--- src/rtl/w5300_bring_up_scheduler.sv ---
// w5300_bring_up_scheduler
//   Owns the single W5300 host-bus access engine. It hands the engine out in a
//   fixed order: chip hard reset, PLL lock wait, common-register config client,
//   socket config client, and finally the runtime data client.
//   A per-phase watchdog restarts bring-up when a config phase hangs. The
//   number of restarts is bounded; once it is used up the block parks in FAULT.
//
// Ports
//   clk, rst                      clock, asynchronous active-high reset
//   soft_restart                  1-cycle pulse: restart bring-up, clear retry_cnt/error
//   w5300_rst_n, cfg_rst_n        W5300 reset pin, reset to both config clients
//   bus_req/bus_addr/bus_wr_data  engine request and muxed {rd/wr, addr}, write data
//   bus_rd_data, bus_op_done      engine read data (wired to clients externally), done pulse
//   com_*  / sock_*               config client enable/done/op_state and addr/data
//   run_req/run_gnt/run_op_done   runtime client handshake, run_addr/run_wr_data
//   ready, error, retry_cnt       status
module w5300_bring_up_scheduler #(
  parameter int unsigned RST_CYCLES    = 200,
  parameter int unsigned LOCK_CYCLES   = 1000000,
  parameter int unsigned PHASE_TIMEOUT = 4096,
  parameter int unsigned MAX_RETRY     = 3,
  parameter logic [10:0] IDLE_ADDR     = 11'h3fe
) (
  input  logic        clk,
  input  logic        rst,
  input  logic        soft_restart,
  output logic        w5300_rst_n,
  output logic        cfg_rst_n,
  output logic        bus_req,
  output logic [10:0] bus_addr,
  output logic [15:0] bus_wr_data,
  input  logic [15:0] bus_rd_data,
  input  logic        bus_op_done,
  output logic        com_enable,
  input  logic        com_done,
  output logic        com_op_state,
  input  logic [10:0] com_addr,
  input  logic [15:0] com_wr_data,
  output logic        sock_enable,
  input  logic        sock_done,
  output logic        sock_op_state,
  input  logic [10:0] sock_addr,
  input  logic [15:0] sock_wr_data,
  input  logic        run_req,
  output logic        run_gnt,
  output logic        run_op_done,
  input  logic [10:0] run_addr,
  input  logic [15:0] run_wr_data,
  output logic        ready,
  output logic        error,
  output logic [1:0]  retry_cnt
);

  // A single cycle counter serves every timed phase. It is wide enough for the
  // longest of them and for no fewer than 20 bits.
  localparam int unsigned CMAX = (LOCK_CYCLES > PHASE_TIMEOUT) ?
                                 ((LOCK_CYCLES > RST_CYCLES) ? LOCK_CYCLES : RST_CYCLES) :
                                 ((PHASE_TIMEOUT > RST_CYCLES) ? PHASE_TIMEOUT : RST_CYCLES);
  localparam int CW = ($clog2(CMAX + 1) > 20) ? $clog2(CMAX + 1) : 20;

  // Each phase ends on the cycle whose count (cycles already spent) reaches N-1.
  // A phase of N therefore lasts exactly N cycles.
  localparam logic [CW-1:0] RST_LAST  = CW'(RST_CYCLES - 1);
  localparam logic [CW-1:0] LOCK_LAST = CW'(LOCK_CYCLES - 1);
  localparam logic [CW-1:0] PT_LAST   = CW'(PHASE_TIMEOUT - 1);
  localparam logic [1:0]    MAX_R     = 2'(MAX_RETRY);

  typedef enum logic [2:0] {
    RESET_HOLD, PLL_WAIT, CFG_COMMON, CFG_SOCKET, RUNNING, FAULT
  } state_t;

  state_t        state_q;
  logic [CW-1:0] cnt_q;
  logic [1:0]    retry_q;
  logic          err_q, rdy_q, wrst_q, crst_q;
  logic          com_en_q, sock_en_q, gnt_q, req_q;
  logic          phase_done;

  // Read data goes straight from the engine to every client outside this block.
  logic unused_rd;
  assign unused_rd = ^bus_rd_data;

  assign phase_done = (state_q == CFG_COMMON) ? com_done : sock_done;

  always_ff @(posedge clk or posedge rst) begin
    if (rst) begin
      state_q   <= RESET_HOLD;
      cnt_q     <= '0;
      retry_q   <= '0;
      err_q     <= 1'b0;
      rdy_q     <= 1'b0;
      wrst_q    <= 1'b0;
      crst_q    <= 1'b0;
      com_en_q  <= 1'b0;
      sock_en_q <= 1'b0;
      gnt_q     <= 1'b0;
      req_q     <= 1'b0;
    end else if (soft_restart) begin
      // Restart beats done and timeout in the same cycle.
      state_q   <= RESET_HOLD;
      cnt_q     <= '0;
      retry_q   <= '0;
      err_q     <= 1'b0;
      rdy_q     <= 1'b0;
      wrst_q    <= 1'b0;
      crst_q    <= 1'b0;
      com_en_q  <= 1'b0;
      sock_en_q <= 1'b0;
      gnt_q     <= 1'b0;
      req_q     <= 1'b0;
    end else begin
      case (state_q)
        RESET_HOLD: begin
          if (cnt_q >= RST_LAST) begin
            state_q <= PLL_WAIT;
            cnt_q   <= '0;
            wrst_q  <= 1'b1;
            crst_q  <= 1'b1;
          end else begin
            cnt_q <= cnt_q + CW'(1);
          end
        end
        PLL_WAIT: begin
          if (cnt_q >= LOCK_LAST) begin
            state_q  <= CFG_COMMON;
            cnt_q    <= '0;
            com_en_q <= 1'b1;
            req_q    <= 1'b1;
          end else begin
            cnt_q <= cnt_q + CW'(1);
          end
        end
        CFG_COMMON, CFG_SOCKET: begin
          // Done is checked before the watchdog, so a done in the timeout cycle wins.
          if (phase_done) begin
            cnt_q <= '0;
            if (state_q == CFG_COMMON) begin
              state_q   <= CFG_SOCKET;
              com_en_q  <= 1'b0;
              sock_en_q <= 1'b1;
            end else begin
              state_q   <= RUNNING;
              sock_en_q <= 1'b0;
              req_q     <= 1'b0;
              rdy_q     <= 1'b1;
            end
          end else if (cnt_q >= PT_LAST) begin
            cnt_q     <= '0;
            com_en_q  <= 1'b0;
            sock_en_q <= 1'b0;
            req_q     <= 1'b0;
            if (retry_q < MAX_R) begin
              retry_q <= retry_q + 2'd1;
              state_q <= RESET_HOLD;
              wrst_q  <= 1'b0;
              crst_q  <= 1'b0;
            end else begin
              state_q <= FAULT;
              err_q   <= 1'b1;
            end
          end else begin
            cnt_q <= cnt_q + CW'(1);
          end
        end
        RUNNING: begin
          // Grant and request follow run_req one cycle later, in both directions.
          gnt_q <= run_req;
          req_q <= run_req;
        end
        FAULT: ;
        default: state_q <= RESET_HOLD;
      endcase
    end
  end

  // The engine mux is driven by registered ownership, so it adds no latency.
  always_comb begin
    bus_addr    = IDLE_ADDR;
    bus_wr_data = '0;
    if (com_en_q) begin
      bus_addr    = com_addr;
      bus_wr_data = com_wr_data;
    end else if (sock_en_q) begin
      bus_addr    = sock_addr;
      bus_wr_data = sock_wr_data;
    end else if (gnt_q) begin
      bus_addr    = run_addr;
      bus_wr_data = run_wr_data;
    end
  end

  assign com_op_state  = com_en_q  & bus_op_done;
  assign sock_op_state = sock_en_q & bus_op_done;
  assign run_op_done   = gnt_q     & bus_op_done;

  assign w5300_rst_n = wrst_q;
  assign cfg_rst_n   = crst_q;
  assign bus_req     = req_q;
  assign com_enable  = com_en_q;
  assign sock_enable = sock_en_q;
  assign run_gnt     = gnt_q;
  assign ready       = rdy_q;
  assign error       = err_q;
  assign retry_cnt   = retry_q;

endmodule

--- config.mk ---
export PLATFORM = sky130hd
export DESIGN_NAME = w5300_bring_up_scheduler
export DESIGN_NICKNAME = d
export VERILOG_FILES = /design/src/rtl/w5300_bring_up_scheduler.sv
export SDC_FILE = /design/constraint.sdc
export NUM_CORES = 1
export LEC_CHECK = 0
export ABC_AREA = 1
export BUFFER_PORTS_ARGS = -buffer_cell sky130_fd_sc_hd__buf_2
export CORE_ASPECT_RATIO = 0.6
export CORE_MARGIN = 2
export CORE_UTILIZATION = 50
export CTS_CLUSTER_SIZE = 30
export DETAILED_ROUTE_END_ITERATION = 10
export GPL_ROUTABILITY_DRIVEN = 0
export GPL_TIMING_DRIVEN = 1
export PLACE_DENSITY = 0.93
export SLEW_MARGIN = 30
export SYNTH_ARGS = -nofsm -noshare
export SYNTH_HDL_FRONTEND = slang
export SYNTH_SLANG_ARGS = --single-unit
--- constraint.sdc ---
create_clock -name clk -period 3.8 [get_ports clk]
set_input_delay 0.38 -clock clk [delete_from_list [all_inputs] [get_ports clk]]
set_output_delay 0.38 -clock clk [all_outputs]
set_load 0.01 [all_outputs]
==> PnR_summary.wiki, run 1 <==
{| class="wikitable"
! Metric !! Value
|-
| EDFF count, synth || 0
|-
| Synthesized area per cell || 6.331 um2
|-
| Total inserted antenna cells || 0
|-
| Post-CTS resize count || 0
|-
| Share of synthesized registers carrying an async set or reset || 1.000
|-
| Clock buffers created by TritonCTS || 5
|-
| CP cell instances || nor2_2 > buf_4 > clkinv_1 > o22ai_1 > o21ai_0 > buf_2
|-
| Total Routing Usage GR || 0.2720
|-
| Total wire length || 8844 um
|-
| CTS tree || done
|-
| Starting DRC count in detailed routing || 341
|-
| Final Net Count || 676
|-
| Net Count, Synth || 554
|-
| Maximum fanout count along the critical path || 23
|-
| Commonest non-fill, non-tap cell in the layout || sky130_fd_sc_hd__nand2_1
|-
| Static leakage || 1.896 nW
|-
| RSZ-0062 raised after global routing || false
|-
| Clk pin slew, worst setup/hold paths || 0.07 ns
|-
| Final count of negative-setup-slack endpoints || 0
|-
| Wire length of the first global-routing pass || 13730 um
|-
| Maximum buffer depth of the clock tree || 2
|-
| Req. time, crit path || 3.42 ns
|-
| Later-pin clock latency in the skew report || 0.29 ns
|-
| Floorplan die height || 62.34 um
|-
| I/O Buffers || 127
|-
| Via count of the first global-routing pass || 2942
|-
| Critical path capture point type || output pin
|-
| Number of ports placed on the die boundary || 144
|-
| Post-layout instance count excluding filler cells || 639
|-
| Top cell type's share of synthesized area || 0.2823
|-
| Global-route congestion overflow total || 0
|-
| Pins over their slew limit || 0
|-
| # DRC || 0
|-
| Sum Neg Setup Slack || 0 ns
|-
| Average vias per placed instance || 5.487
|-
| Worst vdd ir || 0.4448 mV
|-
| Status || completed
|-
| Core Region || 5518 um2
|-
| Post-DP HPWL || 6981 um
|-
| Cts hold-fix bufs || 0
|-
| Slowest stage cell, crit path || sky130_fd_sc_hd__dfrtp_1
|-
| Max-capacitance violation count || 0
|-
| Pin count of the biggest net entering global routing || 58
|-
| Signal arrival time at the worst endpoint || 2.11 ns
|-
| Gate Count Post-Synth || 448
|-
| Die footprint || 6311 um2
|-
| Actual transition at the worst max-transition pin || 0.7376 ns
|-
| Clock root buffer master || sky130_fd_sc_hd__clkbuf_8
|-
| Number of library cell types mapped by synthesis || 33
|-
| Type of the worst setup path || flip-flop to output pin
|-
| Worst clock skew || 0.006683 ns
|-
| Period utilization || 0.6563
|-
| Tightest slew margin relative to the limit || 0.5083
|-
| Total of fill cells in the finished design || 472
|-
| Most frequent cells in the layout || sky130_fd_sc_hd__nand2_1, sky130_fd_sc_hd__buf_2, sky130_fd_sc_hd__nor2_1
|-
| Count of clock tree sinks || 32
|-
| Worst setup SP type || flip-flop
|-
| Cells taking the most area after synthesis || sky130_fd_sc_hd__dfrtp_1, sky130_fd_sc_hd__nand2_1, sky130_fd_sc_hd__nor2_1, sky130_fd_sc_hd__nand3_1, sky130_fd_sc_hd__o21ai_0
|-
| Most instantiated flip-flop cell in the synthesis netlist || sky130_fd_sc_hd__dfrtp_1
|-
| Total number of yosys warnings || 0
|-
| Ratio of cells with drive above 1 in the final layout || 0.3018
|-
| First-pass iteration count of the detailed router || 5
|-
| Maximum clock rate || 401.0 MHz
|-
| Cell Pwr Density || 411.3 nW/um2
|-
| Area of the mapped netlist || 2836 um2
|-
| Number of nets with antenna violations after routing || 0
|-
| Vias || 3506
|-
| Number of instances in the placed design || 632
|-
| # Post-CTS Setup Buffers || 0
|-
| Die Wd || 101.2 um
|-
| Hold violation total from the final report || 0
|-
| Per-cell routed wire length || 13.84 um
|-
| H-Tree Level Count || 2
|-
| Hold Crit Class || input port to asynchronous set/reset pin
|-
| Starting density of the core || 0.5141
|-
| Share of the yosys chip area belonging to registers || 0.2823
|-
| Syn-to-layout area delta || 26.29%
|-
| Most area-hungry cell type in the Yosys netlist || sky130_fd_sc_hd__dfrtp_1
|-
| Critical path's largest stage delay || 0.66 ns
|-
| Number of register bits inferred by synthesis || 32
|-
| Post-layout minimum cycle time || 2.494 ns
|-
| Number of rows in the core area || 21
|-
| Number of antenna violations at the first check in global routing || 0
|}
worst paths after layout:
check                            start           to  slack (ns)  depth (start not counted)
max                        sock_enable  bus_addr[2]        1.31                          6
min in group clk               run_req      run_gnt        0.39                          3
min                                rst     cnt_q[9]        0.12                          2
max reg2reg                   cnt_q[1]     cnt_q[5]        1.68                         10
max in group asynchronous          rst    cnt_q[18]        3.01                          3
min reg2reg                    bus_req      bus_req        0.48                          2
synth_stat cells (7+ instances only):
library cell / n
sky130_fd_sc_hd__nand4_1: 9
sky130_fd_sc_hd__nor2_1: 51
sky130_fd_sc_hd__o22ai_1: 9
sky130_fd_sc_hd__dfrtp_1: 32
sky130_fd_sc_hd__nor3_1: 10
sky130_fd_sc_hd__a22oi_1: 18
sky130_fd_sc_hd__inv_1: 37
sky130_fd_sc_hd__nand2_1: 138
sky130_fd_sc_hd__clkbuf_1: 9
sky130_fd_sc_hd__a21oi_1: 9
sky130_fd_sc_hd__nand2_2: 7
sky130_fd_sc_hd__o21ai_0: 35
sky130_fd_sc_hd__nand3_1: 36
worst max-delay path, delay by kind of cell (launching register included):
| family | cells | cell delay, ns |
|---|---|---|
| buffers and inverters | 3 | 0.68 |
| and+or+nand+nor | 1 | 0.20 |
| DFF | 1 | 0.66 |
| AOI/OAI and AO/OA | 2 | 0.29 |
logic make-up (layout without fill, tap and decap cells):
| family | Yosys count | in the layout | share of synthesized area |
|---|---|---|---|
| buf+inv | 61 | 183 | 0.08954 |
| xor+xnor | 7 | 7 | 0.02161 |
| compound gates | 74 | 74 | 0.1526 |
| flops | 32 | 32 | 0.2823 |
| simple gates | 272 | 272 | 0.4451 |
| fa+ha+maj | 2 | 2 | 0.008821 |
metal layers:
metal | wire (um) | GRT usage
met3 | 993 | 0.05405
met5 | 0 | 0
met4 | 111 | 0.07095
met2 | 4002 | 0.4313
met1 | 3736 | 0.3803
where the power goes:
| part | internal, mW | total [mW] | switching [mW] |
|---|---|---|---|
| clock | 0.124 | 0.247 | 0.123 |
| sequential | 0.382 | 0.439 | 0.0565 |
| combinational | 0.281 | 0.787 | 0.507 |
| total | 0.788 | 1.47 | 0.686 |
stage by stage:
| step | cell area (um2) | setup WS, ns | hold slack, ns | utilization | power [mW] |
|---|---|---|---|---|---|
| finish | 3582 | 1.306 | 0.1190 | 0.6492 | 1.474 |
| global route | 3582 | 1.096 | 0.1835 | 0.6492 | 1.604 |
| detailed placement | 3505 | 1.643 | 0.4427 | 0.6351 | 1.223 |
| global placement | 3505 | 1.710 | 0.4326 | 0.6351 | 1.198 |
| floorplan | 2836 | 2.012 | 0.4923 | - | 0.9855 |
| CTS | 3582 | 1.328 | 0.1327 | 0.6492 | 1.475 |
sequential cells by signal, indices dropped and copies added (netlist names):
| name | flops |
|---|---|
| cnt_q | 20 |
| state_q | 3 |
| retry_cnt | 2 |
| bus_req | 1 |
| cfg_rst_n | 1 |
| com_enable | 1 |
| error | 1 |
| ready | 1 |
| run_gnt | 1 |
| sock_enable | 1 |
cell type report:
cell class | count | area [um2] | share of cell area
Clock buffer | 6 | 72.57 | 0.02026
Sequential cell | 32 | 800.8 | 0.2235
Clock inverter | 1 | 5.005 | 0.001397
Tap cell | 69 | 86.33 | 0.02410
Timing Repair Buffer | 131 | 665.6 | 0.1858
Multi-Input combinational cell | 355 | 1782 | 0.4974
Inverter | 45 | 170.2 | 0.04750
Note: power is estimated with default switching activity, not from simulation.
==> inputs of run 2 (changes only) <==
--- a/config.mk
+++ b/config.mk
@@ -5,16 +5,16 @@
 export SDC_FILE = /design/constraint.sdc
 export NUM_CORES = 1
 export LEC_CHECK = 0
-export ABC_AREA = 1
+export ABC_AREA = 0
 export BUFFER_PORTS_ARGS = -buffer_cell sky130_fd_sc_hd__buf_2
 export CORE_ASPECT_RATIO = 0.6
 export CORE_MARGIN = 2
-export CORE_UTILIZATION = 50
+export CORE_UTILIZATION = 40
 export CTS_CLUSTER_SIZE = 30
 export DETAILED_ROUTE_END_ITERATION = 10
 export GPL_ROUTABILITY_DRIVEN = 0
 export GPL_TIMING_DRIVEN = 1
-export PLACE_DENSITY = 0.93
+export PLACE_DENSITY = 0.83
 export SLEW_MARGIN = 30
 export SYNTH_ARGS = -nofsm -noshare
 export SYNTH_HDL_FRONTEND = slang
==> constraint.sdc (replaced) <==
create_clock -name clk -period 2.2 [get_ports clk]
set_input_delay 0.22 -clock clk [delete_from_list [all_inputs] [get_ports clk]]
set_output_delay 0.22 -clock clk [all_outputs]
set_load 0.01 [all_outputs]
==> PnR_summary.wiki, run 2 <==
{| class="wikitable"
! Metric !! Value
|-
| Area taken by flip-flops and latches || 805.8 um2 (was 800.8 um2)
|-
| Clock buffers created by TritonCTS || 5 (unchanged)
|-
| Wire length of the first global-routing pass || 13790 um (was 13730 um)
|-
| Top cell type's share of synthesized area || 0.3250 (was 0.2823)
|-
| Later-pin clock latency in the skew report || 0.29 ns (about the same)
|-
| # DRC || 0 (unchanged)
|-
| Maximum clock rate || 429.8 MHz
|-
| Total area of multi-input combinational cells || 1702 um2 (was 1782 um2)
|-
| Post-layout minimum cycle time || 2.327 ns
|-
| Max-capacitance violation count || 0 (unchanged)
|-
| Die Wd || 105.3 um (was 101.2 um)
|-
| Most common cell in the netlist || sky130_fd_sc_hd__nand2_1 (unchanged)
|-
| Actual transition at the worst max-transition pin || 0.4402 ns (was 0.7376 ns)
|-
| Total Routing Usage GR || 0.2530 (was 0.2720)
|-
| Largest register by flop count || cnt_q (unchanged)
|-
| Via count of the first global-routing pass || 2833 (was 2942)
|-
| RSZ-0062 raised after global routing || true (was false)
|-
| Commonest non-fill, non-tap cell in the layout || sky130_fd_sc_hd__buf_2 (was sky130_fd_sc_hd__nand2_1)
|-
| Final Net Count || 586 (was 676)
|-
| Worst path setup slack after routing || -0.1266 ns (was 1.306 ns)
|-
| Most instantiated flip-flop cell in the synthesis netlist || sky130_fd_sc_hd__dfrtp_1 (unchanged)
|-
| Vias || 3174 (was 3506)
|-
| Number of nets with antenna violations after routing || 0 (unchanged)
|-
| I/O Buffers || 127 (unchanged)
|-
| Core Region || 6028 um2 (was 5518 um2)
|-
| Worst vdd ir || 0.3843 mV (was 0.4448 mV)
|-
| Synthesized area per cell || 7.723 um2 (was 6.331 um2)
|-
| Violations in the final reports || negative setup slack
|-
| Total of fill cells in the finished design || 525 (was 472)
|-
| Number of antenna violations at the first check in global routing || 0 (unchanged)
|-
| Average vias per placed instance || 5.628 (was 5.487)
|-
| Static leakage || 1.706 nW (was 1.896 nW)
|-
| Number of register bits inferred by synthesis || 32 (unchanged)
|-
| Req. time, crit path || 2.37 ns (was 3.42 ns)
|-
| Hold Crit Class || input port to asynchronous set/reset pin (unchanged)
|-
| Count of clock tree sinks || 32 (unchanged)
|-
| Max reg flops || 20 (unchanged)
|-
| Cell Pwr Density || 515.3 nW/um2 (was 411.3 nW/um2)
|-
| Global-route congestion overflow total || 0 (unchanged)
|-
| Per-cell routed wire length || 16.47 um (was 13.84 um)
|-
| Gate Count Post-Synth || 319 (was 448)
|-
| Share of synthesized registers carrying an async set or reset || 1.000 (unchanged)
|-
| Type of the worst setup path || flip-flop to flip-flop (was flip-flop to output pin)
|-
| Hold violation total from the final report || 0 (unchanged)
|-
| Sum Neg Setup Slack || -0.6075 ns (was 0 ns)
|-
| Worst setup SP type || flip-flop (unchanged)
|-
| Ratio of cells with drive above 1 in the final layout || 0.4646 (was 0.3018)
|-
| Area of the mapped netlist || 2464 um2 (was 2836 um2)
|-
| Number of library cell types mapped by synthesis || 56 (was 33)
|-
| Cells taking the most area after synthesis || sky130_fd_sc_hd__dfrtp_1, sky130_fd_sc_hd__o21ai_0, sky130_fd_sc_hd__nand2_1, sky130_fd_sc_hd__a22oi_1, sky130_fd_sc_hd__o22ai_1 (was sky130_fd_sc_hd__dfrtp_1, sky130_fd_sc_hd__nand2_1, sky130_fd_sc_hd__nor2_1, sky130_fd_sc_hd__nand3_1, sky130_fd_sc_hd__o21ai_0)
|-
| Worst clock skew || 0.002637 ns (was 0.006683 ns)
|-
| Total number of yosys warnings || 0 (unchanged)
|-
| Floorplan die height || 64.79 um (was 62.34 um)
|-
| CTS tree || done (unchanged)
|-
| Final total power || 1.934 mW (was 1.474 mW)
|-
| Starting density of the core || 0.4087 (was 0.5141)
|-
| Pin count of the biggest net entering global routing || 57 (was 58)
|-
| Net Count, Synth || 425 (was 554)
|-
| Clk pin slew, worst setup/hold paths || 0.06 ns (was 0.07 ns)
|-
| Pins over their slew limit || 0 (unchanged)
|-
| Maximum buffer depth of the clock tree || 2 (unchanged)
|-
| Total inserted antenna cells || 0 (unchanged)
|-
| Number of rows in the core area || 22 (was 21)
|-
| Share of the yosys chip area belonging to registers || 0.3250 (was 0.2823)
|-
| Post-DP HPWL || 6594 um (was 6981 um)
|-
| Die footprint || 6823 um2 (was 6311 um2)
|-
| Signal arrival time at the worst endpoint || 2.50 ns (was 2.11 ns)
|-
| Maximum fanout count along the critical path || 7 (was 23)
|-
| Most frequent cells in the layout || sky130_fd_sc_hd__buf_2, sky130_fd_sc_hd__nand2_1, sky130_fd_sc_hd__buf_4 (was sky130_fd_sc_hd__nand2_1, sky130_fd_sc_hd__buf_2, sky130_fd_sc_hd__nor2_1)
|-
| H-Tree Level Count || 2 (unchanged)
|-
| Clock root buffer master || sky130_fd_sc_hd__clkbuf_8 (unchanged)
|-
| Period utilization || 1.058
|-
| Most common library cells after synthesis || sky130_fd_sc_hd__nand2_1, sky130_fd_sc_hd__o21ai_0, sky130_fd_sc_hd__dfrtp_1 (was sky130_fd_sc_hd__nand2_1, sky130_fd_sc_hd__nor2_1, sky130_fd_sc_hd__inv_1)
|-
| Most area-hungry cell type in the Yosys netlist || sky130_fd_sc_hd__dfrtp_1 (unchanged)
|-
| Tightest slew margin relative to the limit || 0.7065 (was 0.5083)
|-
| First-pass iteration count of the detailed router || 5 (unchanged)
|-
| Status || complete, but fails checks (was completed)
|-
| EDFF count, synth || 0 (unchanged)
|-
| Syn-to-layout area delta || 52.36% (was 26.29%)
|-
| Total wire length || 9289 um (was 8844 um)
|-
| Critical path capture point type || flip-flop (was output pin)
|-
| Starting DRC count in detailed routing || 289 (was 341)
|-
| Number of ports placed on the die boundary || 144 (unchanged)
|-
| Final count of negative-setup-slack endpoints || 10 (was 0)
|}
[run 2: cell count changes in the layout (fill, tap and decap cells not counted), sizes merged, moves of 4 or more]
cell    before  now
nand3       43   11
nor2        61   23
o221ai       0    6
buf        131  175
o31ai        0    7
nor2b        0    4
o22ai        9   13
o21ai       37   45
nand4        9    5
nand2      148   57
inv         42    8
clkinv       4    0
[run 2: final cells by class]
class,instances,share of cell area
repair buffers,175,0.2683
well taps,84,0.02800
flip-flops and latches,32,0.2147
multi-input cells,257,0.4533
inverters,9,0.01000
clock buffers,7,0.02567
[run 2: final timing paths]
path | from | end | slack [ns] | depth (start not counted)
setup / recovery | cnt_q[14] | state_q[0] | -0.13 | 6
hold / removal | rst | cnt_q[18] | 0.01 | 3
max in group asynchronous | rst | sock_enable | 1.87 | 3
min in group clk | run_req | run_gnt | 0.23 | 3
setup reg to reg | cnt_q[14] | state_q[0] | -0.13 | 6
hold reg to reg | error | error | 0.52 | 2
[run 2: metrics by stage]
| step | cell area (um2) | cells | hold WS [ns] | util | setup WS [ns] |
|---|---|---|---|---|---|
| 2_1_floorplan | 2464 | 319 | 0.3362 | - | 0.04139 |
| 3_3_place_gp | 3371 | 543 | 0.3281 | 0.5592 | -0.05541 |
| 3_5_place_dp | 3371 | 543 | 0.3324 | 0.5592 | -0.1285 |
| 4_1_cts | 3573 | 555 | 0.02963 | 0.5928 | -0.06396 |
| 5_1_grt | 3754 | 564 | 0.05882 | 0.6227 | -0.1692 |
| 6_report | 3754 | 564 | 0.01247 | 0.6227 | -0.1266 |
[run 2: routing by layer]
metal  track usage  up-vias  part of all wire
met5             0        -                 0
met1        0.3701     1495              0.45
met2        0.3758      155              0.45
met3       0.04527       23             0.086
li1              -     1501                 -
met4       0.08167        0             0.015
[run 2: timing repair]
action                     in CTS  in global routing
pin swaps                       2                 12
setup buffers                   4                 10
resized for setup              12                 34
setup endpoints to repair      21                 32
hold buffers                    0                  0
gates cloned                    1                  0
[run 2: cell families after synthesis]
| kind of cell | count (synthesis) | synth area share |
|---|---|---|
| adders and majority gates | 2 | 0.01016 |
| buffers and inverters | 31 | 0.05282 |
| AOI/OAI and AO/OA | 116 | 0.3154 |
| and+or+nand+nor | 130 | 0.2671 |
| muxes | 2 | 0.008126 |
| xor gates and xnor gates | 6 | 0.02133 |
| DFF | 32 | 0.3250 |
[run 2: power by group]
group / switching [mW] / internal [mW] / leakage, nW
logic: 0.411 / 0.352 / 1.22
clock network: 0.213 / 0.278 / 0.0503
registers: 0.0570 / 0.623 / 0.436
[run 2: critical path, stage by stage, from the launching register on]
cell	delay, ns
sky130_fd_sc_hd__dfrtp_1	0.39
sky130_fd_sc_hd__or4_4	0.55
sky130_fd_sc_hd__nor4_4	0.30
sky130_fd_sc_hd__nor4b_4	0.35
sky130_fd_sc_hd__or2_4	0.24
sky130_fd_sc_hd__nor2_4	0.08
sky130_fd_sc_hd__a221o_1	0.31
